$ cat config.mk
export PLATFORM = sky130hd
export DESIGN_NAME = fc_layer_sequencer
export DESIGN_NICKNAME = d
export VERILOG_FILES = /design/src/rtl/fc_layer_sequencer.sv
export SDC_FILE = /design/constraint.sdc
export NUM_CORES = 1
export LEC_CHECK = 0
export ABC_AREA = 1
export ABC_CLOCK_PERIOD_IN_PS = 1300
export CORE_UTILIZATION = 40
export DETAILED_ROUTE_END_ITERATION = 10
export PLACE_DENSITY = 0.77
export SLEW_MARGIN = 20
export SYNTH_ARGS = -nofsm -noshare
export SYNTH_HDL_FRONTEND = slang
export SYNTH_SLANG_ARGS = --single-unit
$ cat constraint.sdc
create_clock -name clk -period 1.3 [get_ports clk]
set_input_delay 0.26 -clock clk [delete_from_list [all_inputs] [get_ports clk]]
set_output_delay 0.26 -clock clk [all_outputs]
set_load 0.02 [all_outputs]
$ cat src/rtl/fc_layer_sequencer.sv
// ---------------------------------------------------------------------------
// fc_layer_sequencer
//
// Control FSM for the three-layer fully-connected engine. It owns the
// ping-pong input-bank handshake with the RAM writer, walks layers 1 -> 2 -> 3
// with fin/fout counters, and paces weight-FIFO pops, data-RAM reads,
// accumulator enable/clear and output-buffer writes. Once layer 3 has been
// stored it raises result_valid and holds it until the host acknowledges.
//
// Ports:
//   clk, rstn           clock, asynchronous active-low reset
//   writer_done         writer has filled the idle input bank (level)
//   writer_en           one-cycle pulse: bank swap granted, writer may refill
//   buf_sel             input bank read by layer 1
//   weight_fifo_empty   weight FIFO has no word
//   weight_fifo_rden    pop one AF-wide weight word (data valid next cycle)
//   data_rd_addr        current fin, presented with weight_fifo_rden
//   layer_idx           active layer 0/1/2, 0 when idle
//   acc_en              accumulate the pair read in the previous cycle
//   acc_clr             clear accumulators (with out_wr_en, after capture)
//   out_wr_en           store quantised accumulator
//   out_wr_addr         fout / AF
//   out_lane            fout % AF
//   busy                computation in progress
//   result_valid        layer-3 results readable
//   result_ack          one-cycle pulse: host finished reading
// ---------------------------------------------------------------------------
module fc_layer_sequencer #(
    parameter int unsigned AF         = 3,
    parameter int unsigned FIN1       = 34,
    parameter int unsigned FIN2       = 5,
    parameter int unsigned FIN3       = 5,
    parameter int unsigned FOUT1      = 15,
    parameter int unsigned FOUT2      = 15,
    parameter int unsigned FOUT3      = 12,
    parameter int unsigned ADDR_WIDTH = 32,
    // Derived; not meant to be overridden.
    parameter int unsigned LANE_W     = (AF > 1) ? $clog2(AF) : 1
) (
    input  logic                  clk,
    input  logic                  rstn,
    input  logic                  writer_done,
    output logic                  writer_en,
    output logic                  buf_sel,
    input  logic                  weight_fifo_empty,
    output logic                  weight_fifo_rden,
    output logic [ADDR_WIDTH-1:0] data_rd_addr,
    output logic [1:0]            layer_idx,
    output logic                  acc_en,
    output logic                  acc_clr,
    output logic                  out_wr_en,
    output logic [ADDR_WIDTH-1:0] out_wr_addr,
    output logic [LANE_W-1:0]     out_lane,
    output logic                  busy,
    output logic                  result_valid,
    input  logic                  result_ack
);

    function automatic int unsigned max2(input int unsigned a, input int unsigned b);
        return (a > b) ? a : b;
    endfunction

    localparam int unsigned MAX_DIM = max2(max2(max2(FIN1, FIN2), max2(FIN3, FOUT1)),
                                           max2(FOUT2, FOUT3));
    // One spare bit so fin can step one past its last value without wrapping.
    localparam int unsigned CNT_W   = $clog2(MAX_DIM) + 1;

    localparam logic [CNT_W-1:0]  FIN1_LAST  = CNT_W'(FIN1 - 1);
    localparam logic [CNT_W-1:0]  FIN2_LAST  = CNT_W'(FIN2 - 1);
    localparam logic [CNT_W-1:0]  FIN3_LAST  = CNT_W'(FIN3 - 1);
    localparam logic [CNT_W-1:0]  FOUT1_LAST = CNT_W'(FOUT1 - 1);
    localparam logic [CNT_W-1:0]  FOUT2_LAST = CNT_W'(FOUT2 - 1);
    localparam logic [CNT_W-1:0]  FOUT3_LAST = CNT_W'(FOUT3 - 1);
    localparam logic [LANE_W-1:0] AF_LAST    = LANE_W'(AF - 1);

    localparam logic [2:0] StWait   = 3'd0;
    localparam logic [2:0] StMac    = 3'd1;
    localparam logic [2:0] StDrain  = 3'd2;
    localparam logic [2:0] StStore  = 3'd3;
    localparam logic [2:0] StResult = 3'd4;

    logic [2:0]        state_q, state_d;
    logic              buf_sel_q, buf_sel_d;
    logic [CNT_W-1:0]  fin_q, fin_d;
    logic [CNT_W-1:0]  fout_q, fout_d;
    // fout split into word/lane so no divider is needed for the write address.
    logic [CNT_W-1:0]  word_q, word_d;
    logic [LANE_W-1:0] lane_q, lane_d;
    logic [1:0]        layer_q, layer_d;
    logic              rden_q;

    logic              swap;
    logic              rden;
    logic [CNT_W-1:0]  fin_last;
    logic [CNT_W-1:0]  fout_last;

    // Per-layer loop bounds.
    always_comb begin
        fin_last  = FIN1_LAST;
        fout_last = FOUT1_LAST;
        case (layer_q)
            2'd1: begin
                fin_last  = FIN2_LAST;
                fout_last = FOUT2_LAST;
            end
            2'd2: begin
                fin_last  = FIN3_LAST;
                fout_last = FOUT3_LAST;
            end
            default: begin
                fin_last  = FIN1_LAST;
                fout_last = FOUT1_LAST;
            end
        endcase
    end

    assign swap = (state_q == StWait) && writer_done;
    // A pop happens in any MAC cycle the FIFO has a word; otherwise stall.
    assign rden = (state_q == StMac) && !weight_fifo_empty;

    always_comb begin
        state_d   = state_q;
        buf_sel_d = buf_sel_q;
        fin_d     = fin_q;
        fout_d    = fout_q;
        word_d    = word_q;
        lane_d    = lane_q;
        layer_d   = layer_q;

        case (state_q)
            StWait: begin
                if (writer_done) begin
                    buf_sel_d = ~buf_sel_q;
                    fin_d     = '0;
                    fout_d    = '0;
                    word_d    = '0;
                    lane_d    = '0;
                    layer_d   = 2'd0;
                    state_d   = StMac;
                end
            end

            StMac: begin
                if (rden) begin
                    fin_d = fin_q + 1'b1;
                    if (fin_q == fin_last) begin
                        state_d = StDrain;
                    end
                end
            end

            // The last pair's data arrives now; accumulate it before storing.
            StDrain: begin
                state_d = StStore;
            end

            StStore: begin
                fin_d = '0;
                if (fout_q != fout_last) begin
                    fout_d = fout_q + 1'b1;
                    if (lane_q == AF_LAST) begin
                        lane_d = '0;
                        word_d = word_q + 1'b1;
                    end else begin
                        lane_d = lane_q + 1'b1;
                    end
                    state_d = StMac;
                end else begin
                    fout_d = '0;
                    word_d = '0;
                    lane_d = '0;
                    if (layer_q != 2'd2) begin
                        layer_d = layer_q + 2'd1;
                        state_d = StMac;
                    end else begin
                        layer_d = 2'd0;
                        state_d = StResult;
                    end
                end
            end

            // writer_done is deliberately not looked at here: a pending swap
            // is only granted after the host has released the results.
            StResult: begin
                if (result_ack) begin
                    state_d = StWait;
                end
            end

            default: begin
                state_d = StWait;
            end
        endcase
    end

    always_ff @(posedge clk or negedge rstn) begin
        if (!rstn) begin
            state_q   <= StWait;
            buf_sel_q <= 1'b0;
            fin_q     <= '0;
            fout_q    <= '0;
            word_q    <= '0;
            lane_q    <= '0;
            layer_q   <= 2'd0;
            rden_q    <= 1'b0;
        end else begin
            state_q   <= state_d;
            buf_sel_q <= buf_sel_d;
            fin_q     <= fin_d;
            fout_q    <= fout_d;
            word_q    <= word_d;
            lane_q    <= lane_d;
            layer_q   <= layer_d;
            rden_q    <= rden;
        end
    end

    assign writer_en        = swap;
    assign buf_sel          = buf_sel_q;
    assign weight_fifo_rden = rden;
    assign data_rd_addr     = ADDR_WIDTH'(fin_q);
    assign layer_idx        = layer_q;
    // RAM and FIFO both return data one cycle after the pop.
    assign acc_en           = rden_q;
    assign acc_clr          = (state_q == StStore);
    assign out_wr_en        = (state_q == StStore);
    assign out_wr_addr      = ADDR_WIDTH'(word_q);
    assign out_lane         = lane_q;
    assign busy             = (state_q == StMac) || (state_q == StDrain) ||
                              (state_q == StStore);
    assign result_valid     = (state_q == StResult);

    // Zero-sized layers would make the last-index compares wrap.
    dims_nonzero_a: assert property (@(posedge clk)
        (FIN1 != 0) && (FIN2 != 0) && (FIN3 != 0) &&
        (FOUT1 != 0) && (FOUT2 != 0) && (FOUT3 != 0) && (AF != 0));

    acc_wr_exclusive_a: assert property (@(posedge clk) disable iff (!rstn)
        !(acc_en && out_wr_en));

endmodule
### Word-level counts from Yosys, hierarchy flattened

Cells that the tools add are included.
Widths: inputs -> output; s select.

* add/subtract/negate cells: 5
* equality and inequality tests: 16
* mux-type cells: 24
* bitwise logic cells: 1
* reduce and logical (&&, ||, !) cells: 15

Operators by type and width (count)
* $mux 7: 5
* $pmux 7 s2: 2
* $add 7x1->7 const B: 3
* $mux 3: 7
* $pmux 7 s3: 1
* $pmux 3 s5: 1
* $mux 2: 5
* $ne 2x2->1 const B: 5
* $reduce_and 3->1: 3
* $pmux 2 s2: 2
* $eq 7x7->1: 1
* $ne 7x7->1: 1
* $eq 3x2->1 const B: 2
* $mux 6: 1
* $add 2x1->2 const B: 2
* $eq 2x2->1 const B: 2
* $reduce_and 2->1: 2
* $reduce_and 4->1: 1
* $eq 3x1->1 const B: 1
* $eq 3x3->1 const B: 1
* $logic_not 3->1: 1
* $ne 3x2->1 const B: 1
* $reduce_bool 3->1: 1
* $eq 2x1->1 const B: 1
* other kinds (7): 9

* register bits: 30
* output and inout port bits: 76
* logic and storage cells: 69

### Longest topological paths before layout

* depth in word-level cells: 7
* depth in mapped cells: 10

### Least setup slack after synthesis

Ideal clock, no wire load.

* path kind: reg2reg
* from: reg layer_q[0], in the netlist layer_idx[0]
* to: reg layer_q[0], in the netlist layer_idx[0]
* setup time: 0.122 ns
* data arrival time: 1.317 ns
* data required time: 1.178 ns
* setup slack: -0.139 ns
* cell stages (with the launch flop): 11
* period minus slack after synthesis: 1.439 ns
* path through: dfrtp_1 inv_1 ha_1 nor2_1 nand2_1 nand2_1 nand2_1 nand2_2 nand2_2 inv_1 o21ai_1

* longest elaborated chain between the ends: 5
* elaborated cells on any way between the ends: 10

Ends and longest elaborated chain
* from (decl): line 89 `logic [1:0] layer_q, layer_d;`
* from (signal assigned): line 213 `layer_q <= layer_d;`
* $eq 2x2->1: line 101 `case (layer_q)`
* $mux 3: line 101
* $ne 7x7->1: line 159 `if (fout_q != fout_last) begin`
* $ne 2x2->1 (no line)
* $reduce_and 3->1 (no line)

Parallel ways exist; a longest one is shown, timed or not. The select of a mux whose other input is x is not followed.
A chain may end at the register's enable or synchronous reset.

### Worst setup path after layout

* from: reg state_q[1]
* to: out weight_fifo_rden

* longest elaborated chain between the ends: 2

Ends and longest elaborated chain
* from (decl): line 82 `logic [2:0] state_q, state_d;`
* from (signal assigned): line 198 `state_q <= StWait;`
* from (signal assigned): line 207 `state_q <= state_d;`
* $eq 3x1->1: line 119 `assign rden = (state_q == StMac) && !weight_fifo_empty;`
* $logic_and 1x1->1: line 119
* to (decl): line 46 `output logic weight_fifo_rden,`

No other way between the ends.

==> flow_summary.json <==
{
  "path_cells": "inv_1, nand3_2, or2_1, inv_2, buf_6",
  "fin_skew_ns": 0.00889,
  "grt_pass1_wl_mm": 8.05,
  "grtUsageTotal_pct": 19.1,
  "drv_slew": 0,
  "nets": 379,
  "reg2reg_depth": 9,
  "grt_max_degree": 31,
  "portBuffers": 30,
  "period_minus_slack_ns": 1.50,
  "cp.depth": 5,
  "area_growth_pct": 50.7,
  "rsz0062_at_grt": "true",
  "fin_setup_tns_ns": -2.90,
  "drt_iter0_markers": 93,
  "antenna_cells": 0,
  "setup_ws_ns": -0.196,
  "grt_antenna_before_repair": 0,
  "vias_per_cell": 4.55,
  "cts_buffers": 5,
  "worst-endpoint-required_ns": 1.04,
  "syn_avg_cell_area_um2": 7.45,
  "first_pass_iters": 5,
  "clk_path_buf_depth": 2,
  "final_hold_viol_count": 0,
  "die_area_um2": 5570,
  "cp_max_fo": 3,
  "fill_cells": 421,
  "fmax_mhz": 668,
  "synth_area_um2": 2110,
  "first_global_vias": 1795,
  "multiInputGateArea_um2": 1300,
  "violations": "negative setup slack",
  "critPathArrivalTime_ns": 1.24,
  "clk_pin_slew_worst_paths_ns": 0.07,
  "power.density_cell_area_nw_per_um2": 1640,
  "antenna_left": 0,
  "vias": 1999,
  "end_kind": "output port",
  "drive_gt1_share_pct": 39.8,
  "cts_tree": "done",
  "cts_root_buffer": "clkbuf_8",
  "clock_latency_ns": 0.29,
  "p_leak_nw": 1.60,
  "run_status": "finished with violations",
  "yosys_register_bits": 30,
  "criticalPathCategory": "reg -> out",
  "syn_inst": 283,
  "seq_area_um2": 757,
  "synth-seq-area-share_pct": 35.6,
  "pin_count": 81,
  "routed_wl_mm": 5.25,
  "fin_cells": 439,
  "power_mw": 5.23,
  "post-dp-hpwl_mm": 3.19,
  "drt-wirelength-per-cell_um": 12.0,
  "fin_util_pct": 62.2,
  "synth.distinct_cells": 25,
  "critPathMaxStageDelay_ns": 0.40,
  "core_um2": 5110,
  "cp-start-kind": "flip-flop",
  "gp_routability_congestion": 0.881,
  "hp-class": "in -> async",
  "slowest_stage": "dfrtp_1",
  "start_util_pct": 41.3,
  "holdWs_ns": 0.343,
  "drv_cap": 0,
  "peakVddDrop_uv": 861,
  "dp.cells": 415,
  "path_delay_family": "flip-flops",
  "yosys_warnings": 0,
  "num_rows": 26,
  "finalSetupViolCount": 26,
  "clock_sinks": 30,
  "hold_buffers": 0,
  "period_share_pct": 115,
  "die_h_um": 74.6,
  "die_w_um": 74.6,
  "overflow": 0,
  "drc": 0,
  "critPathBufInv": 3,
  "cts.htree.levels": 2
}
## state kept, by name (all words and copies together) (netlist names)
name and cells:
out_lane 2, layer_idx 2, fout_q 7, buf_sel 1, acc_en 1, state_q 3
fin_q 7, word_q 7
## cells in the final DEF (no fill, tap or decap), types with 5 or more instances in the layout
cell / count
inv_1: 27
nand3_1: 15
nand2_1: 39
nand4_1: 6
dlygate4sd2_1: 12
nand3_4: 5
o21ai_1: 8
conb_1: 50
dfrtp_2: 5
inv_2: 11
buf_6: 23
dfrtp_1: 25
o21ai_2: 12
nand3_2: 10
clkbuf_8: 6
inv_4: 5
nand2_2: 11
nor2_1: 14
o21ai_0: 7
buf_4: 32
## worst paths after layout
check	from	to	slack, ns
max	state_q[1]$_DFFE_PN0P_	weight_fifo_rden	-0.20
min	rstn	word_q[5]$_DFFE_PN0P_	0.34
max reg2reg	state_q[1]$_DFFE_PN0P_	word_q[6]$_DFFE_PN0P_	-0.15
min reg2reg	buf_sel$_DFFE_PN0P_	buf_sel$_DFFE_PN0P_	0.48
max in group asynchronous	rstn	fout_q[0]$_DFFE_PN0P_	0.78
min in group clk	buf_sel$_DFFE_PN0P_	buf_sel$_DFFE_PN0P_	0.48
## routing by layer
metal | track usage (%) | up-vias | share of wire (%)
met4 | 7.55 | 0 | 0.95
met2 | 31.4 | 64 | 53
li1 | - | 974 | -
met1 | 24.6 | 956 | 43
met3 | 4.15 | 5 | 3.2
met5 | 0 | - | 0
## logic make-up after synthesis
| kind of cell | Yosys count | synth area share (%) |
|---|---|---|
| AOI/OAI and AO/OA | 29 | 6.94 |
| xor gates and xnor gates | 2 | 0.831 |
| adders and majority gates | 6 | 3.56 |
| buffers and inverters | 98 | 26.9 |
| DFF | 30 | 35.6 |
| other | 1 | 0.178 |
| and+or+nand+nor | 117 | 26.0 |
## cells in the mapped netlist, drive strengths merged
| library cell | count | share of area [%] |
|---|---|---|
| or2 | 1 | 0.30 |
| conb | 1 | 0.18 |
| ha | 6 | 3.6 |
| nand2 | 55 | 10 |
| buf | 53 | 19 |
| nor2 | 18 | 3.3 |
| nor3 | 3 | 0.71 |
| xnor2 | 2 | 0.83 |
| nand3b | 3 | 1.1 |
| dfrtp | 30 | 36 |
| o22ai | 1 | 0.30 |
| nand3 | 30 | 7.8 |
| nand4 | 7 | 2.4 |
| a21oi | 1 | 0.24 |
| o21ai | 27 | 6.4 |
| inv | 45 | 8.0 |
## what timing repair did
| action | CTS | global route |
|---|---|---|
| setup endpoints to repair | 51 | 40 |
| pin swaps | 14 | 29 |
| cloned | 1 | 0 |
| setup buffers | 8 | 8 |
| resized for setup | 111 | 69 |
| hold endpoints to repair | 0 | 0 |
## through the flow
| stage | cell area [um2] | worst slack (ns) |
|---|---|---|
| floorplan | 2340 | -0.00707 |
| global placement | 2610 | -0.522 |
| detailed placement | 2610 | -0.513 |
| CTS | 2970 | -0.198 |
| global route | 3180 | -0.250 |
| finish | 3180 | -0.196 |
## power breakdown
group / internal (mW) / switching [mW]
Sequential: 1.10 / 0.193
Combinational: 1.39 / 1.74
Clock: 0.427 / 0.376
Total: 2.91 / 2.31
## cell type report
| cell class | count | area share [%] |
|---|---|---|
| multi-input cells | 205 | 40.8 |
| well taps | 70 | 2.75 |
| inverters | 45 | 6.18 |
| clock inverters | 1 | 0.157 |
| clock buffers | 7 | 2.72 |
| repair buffers | 81 | 23.6 |
| flip-flops and latches | 30 | 23.8 |
## worst register-to-register path: stages (launching register included)
cell	delay, ns
dfrtp_1	0.40
buf_6	0.13
nor2_4	0.11
nand3_2	0.10
buf_6	0.15
nand2_8	0.08
buf_12	0.15
nand2_8	0.10
o21ai_2	0.07
nor2_1	0.05
Note: power is estimated with default switching activity, not from simulation.
